$ cat config.mk
export PLATFORM = sky130hd
export DESIGN_NAME = fetch_queue_stage
export DESIGN_NICKNAME = d
export VERILOG_FILES = /design/src/rtl/fetch_queue_stage.sv
export SDC_FILE = /design/constraint.sdc
export NUM_CORES = 1
export LEC_CHECK = 0
export ABC_CLOCK_PERIOD_IN_PS = 4400
export BUFFER_PORTS_ARGS = -buffer_cell sky130_fd_sc_hd__buf_2
export CAP_MARGIN = 20
export CORE_MARGIN = 4
export CORE_UTILIZATION = 56
export CTS_BUF_LIST = sky130_fd_sc_hd__clkbuf_8
export CTS_CLUSTER_DIAMETER = 120
export DETAILED_ROUTE_END_ITERATION = 10
export PLACE_DENSITY = 0.75
export SLEW_MARGIN = 25
export SYNTH_ARGS = -nofsm -noshare
export SYNTH_HDL_FRONTEND = slang
export SYNTH_SLANG_ARGS = --single-unit
export TNS_END_PERCENT = 30
$ cat constraint.sdc
create_clock -name clk -period 4.4 [get_ports clk]
set_input_delay 0.44 -clock clk [delete_from_list [all_inputs] [get_ports clk]]
set_output_delay 0.44 -clock clk [all_outputs]
set_load 0.03 [all_outputs]
$ cat src/rtl/fetch_queue_stage.sv
// rtl/fetch_queue_stage.sv - instruction fetch stage with DEPTH-entry prefetch FIFO
// Owns the fetch PC, issues sequential reads and buffers responses so fetch runs ahead of a frozen decode.

module fetch_queue_stage #(
   parameter int ADDR_W = 32,
   parameter int DATA_W = 32,
   parameter int DEPTH = 4,
   parameter logic [ADDR_W-1:0] RESET_PC = '0,
   parameter logic [ADDR_W-1:0] PC_STEP = ADDR_W'(4)
) (
   input  logic                         clk,
   input  logic                         rst,
   input  logic                         freeze,
   input  logic                         branch_taken,
   input  logic [ADDR_W-1:0]            branch_address,
   output logic                         imem_req,
   output logic [ADDR_W-1:0]            imem_addr,
   input  logic [DATA_W-1:0]            imem_data,
   output logic                         out_valid,
   output logic [ADDR_W-1:0]            PC,
   output logic [DATA_W-1:0]            instruction,
   output logic [$clog2(DEPTH+1)-1:0]   fill_level
);

   localparam int CNT_W = $clog2(DEPTH+1);
   localparam int PTR_W = $clog2(DEPTH);
   localparam logic [CNT_W:0] DEPTH_LIM = (CNT_W+1)'(DEPTH);

   logic [ADDR_W-1:0] fetch_pc;
   logic [ADDR_W-1:0] issue_addr;
   logic              inflight;
   logic [CNT_W-1:0]  count;
   logic [PTR_W-1:0]  rd_ptr;
   logic [PTR_W-1:0]  wr_ptr;
   logic [ADDR_W-1:0] pc_mem   [DEPTH];
   logic [DATA_W-1:0] data_mem [DEPTH];

   logic [CNT_W:0] committed;
   logic           push;
   logic           pop;

   // Credit counts the outstanding read so a response always has a free slot.
   assign committed = {1'b0, count} + {{CNT_W{1'b0}}, inflight};
   assign imem_req  = ~rst & ~branch_taken & (committed < DEPTH_LIM);
   assign imem_addr = fetch_pc;

   assign out_valid   = (count != '0);
   assign PC          = pc_mem[rd_ptr];
   assign instruction = data_mem[rd_ptr];
   assign fill_level  = count;

   assign push = inflight & ~branch_taken;
   assign pop  = out_valid & ~freeze & ~branch_taken;

   always_ff @(posedge clk) begin
      if (rst) begin
         fetch_pc   <= RESET_PC;
         issue_addr <= '0;
         inflight   <= 1'b0;
         count      <= '0;
         rd_ptr     <= '0;
         wr_ptr     <= '0;
         for (int i = 0; i < DEPTH; i++) begin
            pc_mem[i]   <= '0;
            data_mem[i] <= '0;
         end
      end else if (branch_taken) begin
         fetch_pc <= branch_address;
         inflight <= 1'b0;
         count    <= '0;
         rd_ptr   <= '0;
         wr_ptr   <= '0;
      end else begin
         inflight <= imem_req;
         if (imem_req) begin
            fetch_pc   <= fetch_pc + PC_STEP;
            issue_addr <= fetch_pc;
         end
         if (push) begin
            pc_mem[wr_ptr]   <= issue_addr + PC_STEP;
            data_mem[wr_ptr] <= imem_data;
            wr_ptr           <= wr_ptr + PTR_W'(1);
         end
         if (pop) begin
            rd_ptr <= rd_ptr + PTR_W'(1);
         end
         count <= count + CNT_W'(push) - CNT_W'(pop);
      end
   end

endmodule

==> results.yml <==
final_layout:
  fin_cells: 1699
  area_delta_synth_final_pct: 14.21
  drive_gt1_share_pct: 24.03
  fillers: 1854
  finish.net_count: 1406
  utilization_pct: 65.37
  antenna-diode-count: 0
  fin_area_sq_mm: 0.01651
  seq_area_sq_mm: 0.009174
  multi_input_area_sq_mm: 0.004857
placement:
  hpwlAfterDp_mm: 20.80
  place_congestion: 0.8402
  portBuffers: 168
  placedCellCount: 1609
  pre_cts_ws_ns: 1.174
  placed_cell_area_sq_mm: 0.01563
detailed_routing:
  remaining_drc_errors: 0
  vias_per_cell: 5.718
  wl_met3_mm: 2.689
  wire_per_inst_microns: 19.27
  drt-initial-drc-count: 991
  vias: 9715
  top_layer: "met4"
  drt-total-wl_mm: 32.75
  wl_met2_mm: 15.73
  ant_nets: 0
  wl_met1_mm: 13.72
  drt_first_pass_iters: 7
clock_network:
  cts_hold_buf: 0
  insertion_delay_ns: 0.57
  clockBufferDepth: 3
  cts_buffers: 51
  clk_pin_slew_worst_paths_ns: 0.06
  post_cts_buffers: 0
  clock-root-buffer: "clkbuf_8"
  h-tree-depth: 2
  cts_sinks: 330
  cts_tree: "done"
  ctsResizeCount: 0
worst_setup_path:
  r2r_start: "wr_ptr[1]"
  slowest_delay_ns: 0.84
  start_kind: "flop"
  crit_required_ns: 3.96
  cp_data_arrival_time_ns: 2.68
  path_max_fanout: 37
  r2r_slack_ns: 1.70
  endpoint: "instruction[0]"
  cp-end-kind: "output pin"
  cp_cell_sequence: "buf_4 -> mux4_2 -> buf_2"
  r2r-end: "data_mem[1][27]"
  rr_worst_depth: 4
  path_class: "flop to output pin"
  cpMaxStageDelayCell: "dfxtp_4"
logic_synthesis:
  async_reset_ff_share_pct: 0
  ys_seq_area_share_pct: 63.43
  ys_warn_count: 0
  syn_nets: 1241
  syn_area_sq_mm: 0.01446
  synth_cells: 1167
  synth_area_per_cell_sq_um: 12.39
  synth_edf_count: 256
  synth-seq-cells: 330
  ys_types: 55
  ys.flop_type: "edfxtp_1"
floorplanning:
  die_w_microns: 168.7
  die_h_microns: 168.7
  num_rows: 58
  core_sq_mm: 0.02525
  start_util_pct: 57.24
  ios: 169
  die_area_sq_mm: 0.02845
sta:
  min_period_ns: 3.118
  maxSlewViolCount: 0
  slew_headroom_pct: 33.21
  period_share_pct: 70.86
  fin_tns_setup_ns: 0
  rsz0062_at_grt: "false"
  finClkSkew_ns: 0.02443
  holdWs_ns: 0.1176
  finalWorstSetupSlack_ns: 1.282
  worst_pin_slew_ns: 1.002
  fmaxAchievable_mhz: 320.7
  setup_viol: 0
  finalHoldViolCount: 0
power:
  total_power_mw: 6.242
  p_leak_nw: 6.225
  ir_worst_vdd_mv: 0.2285
  power_density_mw_per_mm2: 378.1
global_routing:
  grt_usage_pct: 22.69
  overflow: 0
  grt_max_degree: 73
  antenna_found_initial: 0
  grt_first_pass_wirelength_mm: 51.55
  grt_pass1_vias: 9606
job:
  maxCapViolCount: 0
run_status:
  outcome: "complete, no violations"
hold_path:
  min_path_type: "primary input to flop"
routing by layer:
| metal | track usage, % | up-vias |
|---|---|---|
| li1 | - | 4514 |
| met1 | 31.79 | 4710 |
| met2 | 36.71 | 438 |
| met3 | 4.554 | 53 |
| met4 | 6.316 | 0 |
| met5 | 0 | - |
report_power, final:
part	leakage [nW]	internal (mW)	switching, mW	total, mW
Sequential	3.25	3.48	0.0760	3.55
Combinational	2.43	0.146	0.304	0.450
Clock	0.538	1.11	1.13	2.24
state kept, by name, summed over array words and instances (netlist names), named ones only:
name	cells
issue_addr	32
rd_ptr	2
fill_level	3
data_mem	128
wr_ptr	2
pc_mem	128
imem_addr	32
inflight	1
worst min path at each step:
stage	startpoint	slack (ns)	end	cells after the start
floorplan	issue_addr[31]	0.44	issue_addr[31]	2
global placement	issue_addr[31]	0.46	issue_addr[31]	2
detailed placement	issue_addr[31]	0.47	issue_addr[31]	2
CTS	branch_address[1]	0.08	imem_addr[1]	3
global route	branch_address[1]	0.11	imem_addr[1]	3
finish	branch_address[1]	0.12	imem_addr[1]	3
critical path, delay by kind of cell (launching register included):
family | cells | cell delay, ns
buffers and inverters | 2 | 0.65
flip-flops | 1 | 0.84
multiplexers | 1 | 0.60
cells in the final DEF, fill, tap and decap left out, drive strengths merged, types with 10 or more instances in the layout:
cell	synthesis	layout
nor4	17	17
nand4	15	15
clkinv	1	13
nand3	17	17
dfxtp	74	74
buf	14	182
mux4	64	64
edfxtp	256	256
or2	10	10
clkbuf	56	53
a211oi	12	12
a21oi	43	43
inv	57	82
and2	41	41
xnor2	36	36
xor2	10	10
nor3	12	12
nand2	133	133
nor2	216	216
area by class of cell:
| class | count | area share [%] |
|---|---|---|
| Clock buffer | 53 | 4.418 |
| Clock inverter | 37 | 0.9246 |
| Inverter | 58 | 1.319 |
| Multi-Input combinational cell | 709 | 29.42 |
| Sequential cell | 330 | 55.57 |
| Tap cell | 330 | 2.501 |
| Timing Repair Buffer | 182 | 5.851 |
cells by family (layout without fill, tap and decap cells):
family	after synthesis	in the layout	synth area share, %
compound gates	88	88	3.852
fa+ha+maj	6	6	0.5713
mux	67	67	10.19
xor+xnor	46	46	2.787
buf+inv	128	330	3.324
flops	330	330	63.43
simple gates	502	502	15.85
cells in the mapped netlist, types with 2 or more instances:
library cell	instances	share of area, %
and3_1	4	0.17
nor2b_1	4	0.17
nor3_1	12	0.42
o311ai_0	2	0.12
and2_1	41	1.8
mux2i_1	2	0.14
nand3_1	16	0.55
nand2_1	133	3.5
nor3b_1	2	0.10
nand2b_1	5	0.22
a22oi_1	2	0.10
nor2_1	216	5.6
edfxtp_1	256	53
a311oi_1	3	0.18
nor4_1	17	0.74
or3_1	6	0.26
inv_1	57	1.5
or2_2	10	0.43
xnor2_1	36	2.2
o21bai_1	2	0.10
a211oi_1	12	0.62
a21oi_1	43	1.5
o21ai_0	4	0.14
and4_1	7	0.42
or4_1	5	0.26
a2111oi_0	2	0.12
o211ai_1	4	0.21
dfxtp_1	74	10
nor4b_1	4	0.24
buf_1	14	0.36
mux4_2	64	10
a31oi_1	4	0.17
xor2_1	10	0.61
ha_1	5	0.43
clkbuf_1	56	1.5
nand4_1	14	0.61
(Power assumes the default switching activity.)
